**config.mk**
```make
export PLATFORM = sky130hd
export DESIGN_NAME = serial_alu
export DESIGN_NICKNAME = d
export VERILOG_FILES = /design/src/rtl/alu_pkg.sv /design/src/rtl/serial_alu_slice.sv /design/src/rtl/serial_alu.sv
export SDC_FILE = /design/constraint.sdc
export NUM_CORES = 1
export LEC_CHECK = 0
export ABC_AREA = 1
export ABC_CLOCK_PERIOD_IN_PS = 2100
export BUFFER_PORTS_ARGS = -buffer_cell sky130_fd_sc_hd__buf_2
export CAP_MARGIN = 5
export CORE_UTILIZATION = 40
export CTS_BUF_LIST = sky130_fd_sc_hd__clkbuf_4 sky130_fd_sc_hd__clkbuf_8
export CTS_CLUSTER_DIAMETER = 120
export CTS_CLUSTER_SIZE = 28
export DETAILED_ROUTE_END_ITERATION = 8
export GPL_TIMING_DRIVEN = 0
export HOLD_SLACK_MARGIN = 0.06
export SYNTH_ARGS = -nofsm -noshare
export SYNTH_HDL_FRONTEND = slang
export SYNTH_SLANG_ARGS = --single-unit
```
**constraint.sdc**
```tcl
create_clock -name clk -period 2.1 [get_ports clk]
set_input_delay 0.21 -clock clk [delete_from_list [all_inputs] [get_ports clk]]
set_output_delay 0.21 -clock clk [all_outputs]
set_load 0.02 [all_outputs]
```
**src/rtl/alu_pkg.sv**
```systemverilog
// Shared ALU control encoding and sequencer state type, common to the
// single-cycle and bit-serial execute paths.
package alu_pkg;

    localparam logic [2:0] ALU_PASS_B = 3'b000;
    localparam logic [2:0] ALU_ADD    = 3'b010;
    localparam logic [2:0] ALU_SUB    = 3'b011;
    localparam logic [2:0] ALU_AND    = 3'b100;
    localparam logic [2:0] ALU_OR     = 3'b101;
    localparam logic [2:0] ALU_XOR    = 3'b110;

    typedef enum logic [1:0] {IDLE, RUN, DONE} salu_state_t;

    // Only add/sub produce meaningful carry and overflow flags.
    function automatic logic isArith(input logic [2:0] op);
        return (op == ALU_ADD) || (op == ALU_SUB);
    endfunction

endpackage

```
**src/rtl/serial_alu_slice.sv**
```systemverilog
// One-bit ALU slice; drop-in compatible with the single-cycle ALU bit cell.
module serial_alu_slice
    import alu_pkg::*;
(
    input  logic       a,
    input  logic       b,
    input  logic       cin,
    input  logic [2:0] op,
    output logic       y,
    output logic       cout
);

    logic bx;

    // Subtract is A + ~B + 1; the +1 arrives as the initial carry.
    assign bx = b ^ (op == ALU_SUB);

    always_comb begin
        y    = 1'b0;
        cout = 1'b0;
        case (op)
            ALU_PASS_B: y = b;
            ALU_ADD, ALU_SUB: begin
                y    = a ^ bx ^ cin;
                cout = (a & bx) | (a & cin) | (bx & cin);
            end
            ALU_AND: y = a & b;
            ALU_OR:  y = a | b;
            ALU_XOR: y = a ^ b;
            default: ;
        endcase
    end

endmodule

```
**src/rtl/serial_alu.sv**
```systemverilog
// Bit-serial ALU sequencer: one slice driven LSB-first for WIDTH cycles,
// then results and NZVC flags are published with a one-cycle done pulse.
module serial_alu
    import alu_pkg::*;
#(
    parameter int WIDTH = 64
) (
    input  logic             clk,
    input  logic             reset,
    input  logic             start,
    output logic             ready,
    input  logic [WIDTH-1:0] A,
    input  logic [WIDTH-1:0] B,
    input  logic [2:0]       cntrl,
    output logic [WIDTH-1:0] result,
    output logic             done,
    output logic             negative,
    output logic             zero,
    output logic             overflow,
    output logic             carry_out
);

    localparam int CW = $clog2(WIDTH);

    salu_state_t      state, nextState;
    logic [CW-1:0]    cnt;
    logic [WIDTH-1:0] aSh, bSh, resSh;
    logic [2:0]       opQ;
    logic             carryQ, cMsbIn, cMsbOut;
    logic             sliceY, sliceCout;
    logic             lastBit, accept;

    serial_alu_slice uSlice (
        .a    (aSh[0]),
        .b    (bSh[0]),
        .cin  (carryQ),
        .op   (opQ),
        .y    (sliceY),
        .cout (sliceCout)
    );

    // The done cycle is spent in IDLE, so hold off ready until it has passed.
    assign ready   = (state == IDLE) && !done;
    assign accept  = start && ready;
    assign lastBit = (cnt == CW'(WIDTH - 1));

    always_ff @(posedge clk) begin
        if (!reset) state <= IDLE;
        else        state <= nextState;
    end

    always_comb begin
        nextState = state;
        case (state)
            IDLE:    if (accept)  nextState = RUN;
            RUN:     if (lastBit) nextState = DONE;
            DONE:    nextState = IDLE;
            default: nextState = IDLE;
        endcase
    end

    always_ff @(posedge clk) begin
        if (!reset) begin
            cnt       <= '0;
            aSh       <= '0;
            bSh       <= '0;
            resSh     <= '0;
            opQ       <= '0;
            carryQ    <= 1'b0;
            cMsbIn    <= 1'b0;
            cMsbOut   <= 1'b0;
            result    <= '0;
            done      <= 1'b0;
            negative  <= 1'b0;
            zero      <= 1'b0;
            overflow  <= 1'b0;
            carry_out <= 1'b0;
        end else begin
            done <= 1'b0;
            case (state)
                IDLE: if (accept) begin
                    aSh    <= A;
                    bSh    <= B;
                    opQ    <= cntrl;
                    cnt    <= '0;
                    carryQ <= (cntrl == ALU_SUB);
                end
                RUN: begin
                    resSh  <= {sliceY, resSh[WIDTH-1:1]};
                    aSh    <= aSh >> 1;
                    bSh    <= bSh >> 1;
                    carryQ <= sliceCout;
                    cnt    <= cnt + 1'b1;
                    if (lastBit) begin
                        cMsbIn  <= carryQ;
                        cMsbOut <= sliceCout;
                    end
                end
                DONE: begin
                    result    <= resSh;
                    negative  <= resSh[WIDTH-1];
                    zero      <= ~|resSh;
                    carry_out <= isArith(opQ) & cMsbOut;
                    overflow  <= isArith(opQ) & (cMsbIn ^ cMsbOut);
                    done      <= 1'b1;
                end
                default: ;
            endcase
        end
    end

endmodule

```
# Word-level counts from Yosys, hierarchy flattened
# Index checks and enable logic that the tools add are counted.
[word_totals]
reg_bits = 275
inputBits = 134
out_inout_bits = 70
elab_cells = 69
[classes]
addsub = 1
eq_ne = 11
muxes = 14
bitwise_logic = 14
n_reduce_logical = 14
[ops]
columns = ["cell", "count"]
rows = [
  ["$pmux 64 s2", 2],
  ["$mux 64", 2],
  ["$reduce_or 64->1", 1],
  ["$pmux 6 s2", 1],
  ["$eq 3x2->1 const B", 3],
  ["$eq 3x3->1 const B", 3],
  ["$reduce_and 2->1", 4],
  ["$add 6x1->6 const B", 1],
  ["$and 1x1->1", 6],
  ["$eq 6x6->1 const B", 1],
  ["$mux 6", 1],
  ["$pmux 1 s5", 1],
  ["$xor 1x1->1", 5],
  ["$mux 2", 2],
  ["$ne 2x2->1 const B", 2],
  ["$pmux 2 s2", 1],
  ["$logic_not 3->1", 1],
  ["$mux 1", 3],
  ["$or 1x1->1", 3],
  ["$eq 2x1->1 const B", 1],
  ["$eq 2x2->1 const B", 1],
  ["$logic_and 1x1->1", 2],
  ["$logic_not 1->1", 2],
  ["$logic_not 2->1", 1],
  ["4 further kinds", 4],
]

# Longest topological paths before layout
[depth]
depth_word = 7
mapped_depth = 9
depth_no_buf = 9

# Cells and area by module
# From an unflattened synthesis, not the netlist that was laid out.
[hier_totals]
cells_unflattened = 1296
hier_area_um2 = 10351.2
[modules_own_cells]
columns = ["module", "n_inst", "cells_each", "area_per_inst_um2"]
rows = [
  ["serial_alu", 1, 1270, 10209.8],
  ["serial_alu_slice", 1, 26, 141.4],
]

# Least setup slack after synthesis
# OpenSTA, ideal clock, no wires.
[synth_timing]
path_type = "register -> register"
start = "register opQ[1]"
end = "register resSh[63]"
arrival_time_ps = 1616
t_required_ps = 1991
slack_ps = 375
stages_incl_launch_ff = 10
n_path_buf = 0
cell_sequence = "dfxtp_1 -> inv_1 -> nor2_1 -> nand2_1 -> xor2_1 -> fa_1 -> a22oi_1 -> o211ai_1 -> nand2_1 -> inv_1"
[synth_between]
elab_chain_len = 5
elab_cells_between_ends = 11
cone_classes = "5 x eq/ne; 1 x mux; 3 x bitwise; 2 x reduce/logical"
[synth_lines]
columns = ["element", "line", "text"]
rows = [
  ["start, declared", "serial_alu.sv:28", "logic [2:0] opQ;"],
  ["start signal, assigned", "serial_alu.sv:84", "opQ <= cntrl;"],
  ["$eq 3x2->1", "serial_alu_slice.sv:16, serial_alu_slice.sv:21", ""],
  ["$xor 1x1->1", "serial_alu_slice.sv:16", "assign bx = b ^ (op == ALU_SUB);"],
  ["$xor 1x1->1 (2 in a row)", "serial_alu_slice.sv:24", "y = a ^ bx ^ cin;"],
  ["$pmux 1 s5 *", "serial_alu_slice.sv:21", "case (op)"],
  ["end signal, assigned", "serial_alu.sv:89", "resSh <= {sliceY, resSh[WIDTH-1:1]};"],
  ["end, declared", "serial_alu.sv:27", "logic [WIDTH-1:0] aSh, bSh, resSh;"],
]
# Every way passes the cells marked *; elsewhere a longest branch is shown, timed or not.
# A chain may end at the register's enable or synchronous reset.

# Worst setup path in the final report
# Same ends and word-level chain as after synthesis.

==> key figures <==
Run status
  – Status: complete, no violations

Drt
  – Mean routed wirelength per cell: 14.5 um
  – ANT nets after route: 0
  – Drt first-iter violations: around 640
  – Drt drc: 0
  – Vias/cell: 4.95
  – WL final: 28400 um
  – Pre-antenna DRT Iters: 5
  – Via count: 9715

Global routing
  – First-pass GRT wire length: 46000 um
  – Gr usage total: 0.211
  – Antenna violations before repair: 0
  – Largest net degree at the start of global routing: 29
  – Number of global-route vias before repair: 9326
  – Grt total ovfl: 0

Synth
  – Post-synth EDFFs: 0
  – Synth cell types: 29
  – Post-synthesis register bit count: 274
  – Post-synth top area cell: dfxtp_1
  – Async SR Flop Fraction: 0
  – Mapped Nets: 1420
  – Post-Syn Instances: 1282
  – Synth top area share: 0.531
  – Mapped Avg Cell Area: 8.05 sq um
  – Top FF cell, synth: dfxtp_1
  – Synth area leaders: dfxtp_1, nor2_1, o221ai_1
  – Sequential-to-total area share from yosys stat: 0.531
  – Synth warn: 0
  – Mapped Area: between 10000 and 15000 sq um

Floorplan
  – Row cnt: 58
  – Ports: around 200
  – Placeable Area: approximately 25000 sq um
  – Die X: ~160 um
  – Chip height: 163 um
  – Die ar.: 26400 sq um
  – Starting Density: 0.409

Final layout
  – Reg area: 5490 sq um
  – Layout cells sized above 1: 0.164
  – Commonest non-fill, non-tap cell in the layout: nor2_1
  – Final Net Count: about 1800
  – Ant diodes: 0
  – Most frequent cells in the layout: nor2_1, dfxtp_1, buf_2
  – Synth-to-Final Area Change: 28.5%
  – Final instance area: roughly 13000 sq um
  – FILL cells: roughly 2500
  – Multi-input logic area: 4290 sq um

STA
  – Final setup fails: 0
  – Hold Fails Final Rpt: 0
  – Achievable Freq: 510 MHz
  – Post-route setup slack: 0.138 ns
  – Slew Viols, Final: 0
  – Fin crit share: 0.934
  – Skew final: 0.0265 ns
  – Relative slew slack: 0.607
  – Final min period: 1.96 ns
  – Slew @ Worst Pin: 0.590 ns

CTS
  – Reg clk slew, reported paths: 0.16 ns
  – CTS tree: built
  – Clk_lat worst skew: 0.53 ns
  – Clock buffer depth: 3
  – CTS Buf Count: 13
  – CTS sink cnt: 274
  – H-tree depth: 1
  – CTS root buffer: clkbuf_8

Place
  – Post-DP Area: 11700 sq um
  – Dpl ws: between 0.09 and 0.1 ns
  – DPL Wire Length: 19100 um
  – IO Port Bufs: 202
  – Routability congestion estimate: 0.812

Worst setup path
  – Worst Reg-to-Reg Cells: 9
  – Worst Setup Start Kind: flip-flop
  – Largest fanout on the critical path: 5
  – Crit path DAT: around 2.5 ns
  – Setup crit end kind: flip-flop
  – Setup CP Type: reg -> reg
  – R2r setup slk: 0.14 ns
  – CP required: 2.59 ns

Min path
  – Hold Path Class: in -> reg
  – Hold Path Depth: 4

Power and ir drop
  – Peak VDD IR: roughly 0.44 mV
  – Total power: 9.44 mW
  – Lkg Pwr: 5.90 nW
  – PD cells: 712 nW/um^2

Flow run
  – Max-Cap Viols: 0
## logic make-up (layout without fill, tap and decap cells)
logic type | Yosys count | count (layout) | share of synthesized area
compound gates | 297 | 297 | 0.191
xor+xnor | 2 | 2 | 0.00170
fa+ha+maj | 4 | 4 | 0.00558
buf+inv | 122 | 471 | 0.0532
simple gates | 583 | 583 | 0.217
flops | 274 | 274 | 0.531
## area by class of cell
type / count / area share
multi-input cells: 886 / 0.323
clock inverters: 1 / 0.000660
inverters: 22 / 0.00622
flip-flops and latches: 274 / 0.413
repair buffers: 335 / 0.177
clock buffers: 13 / 0.0135
plain buffers: 100 / 0.0352
well taps: 330 / 0.0311
## metal layers
metal | routed length, um | up-vias | track usage
met5 | 0 | - | 0
met4 | 571 | 0 | 0.0556
met3 | 1360 | 38 | 0.0298
met2 | 13000 | 199 | 0.357
met1 | 13500 | 4446 | 0.282
li1 | - | 5032 | -
## worst max-delay path: stages (launching register included)
cell      delay (ns)
dfxtp_1         0.42
inv_1           0.09
nor2_2          0.18
nand2_1         0.09
xor2_1          0.16
fa_1            0.48
a22oi_1         0.08
o211ai_1        0.28
nand2_1         0.10
inv_1           0.06
## sequential cells by signal, summed over array words and instances (netlist names), 2 cells and up
| signal | count |
|---|---|
| result | 64 |
| opQ | 3 |
| cnt | 6 |
| resSh | 64 |
| state | 2 |
| bSh | 64 |
| aSh | 64 |
## through the flow
stage                     setup TNS [ns]  instances  hold slack [ns]  utilization
after floorplan                        0       1282            0.377            -
after global placement                 0       1814            0.456        0.465
after detailed placement               0       1814            0.455        0.465
after CTS                              0       1961            0.283        0.525
after global routing            -0.00947       1961            0.296        0.525
final                                  0       1961            0.282        0.525
## power by group
group | internal, mW | total (mW) | switching (mW)
Combinational | 0.686 | 1.51 | 0.822
Clock | 0.581 | 2.12 | 1.54
Sequential | 5.57 | 5.81 | 0.237
Total | 6.84 | 9.44 | 2.60
## cell usage after synthesis, types with 2 or more instances
cell / n
clkbuf_1: 53
inv_1: 18
o21ai_0: 134
nand3_1: 12
a21oi_1: 31
buf_4: 11
ha_1: 3
xor2_1: 2
o211ai_1: 2
dfxtp_1: 274
o221ai_1: 126
nand4_1: 4
buf_2: 31
nand3b_1: 2
nor3_1: 2
nor2_1: 522
inv_2: 4
nand2_1: 38
buf_1: 3
## repair_timing
| action | in CTS | in global routing |
|---|---|---|
| hold endpoints to repair | 131 | 0 |
| setup buffers | 0 | 0 |
| gates resized for setup | 0 | 1 |
| setup endpoints to repair | 0 | 1 |
| hold buffers | 133 | 0 |
## path summary, 6_finish.rpt
kind,endpoint,start
hold / removal,result[48],reset
setup reg to reg,resSh[63],opQ[1]
setup / recovery,resSh[63],opQ[1]
hold reg to reg,carry_out,carry_out
(Power assumes the default switching activity.)
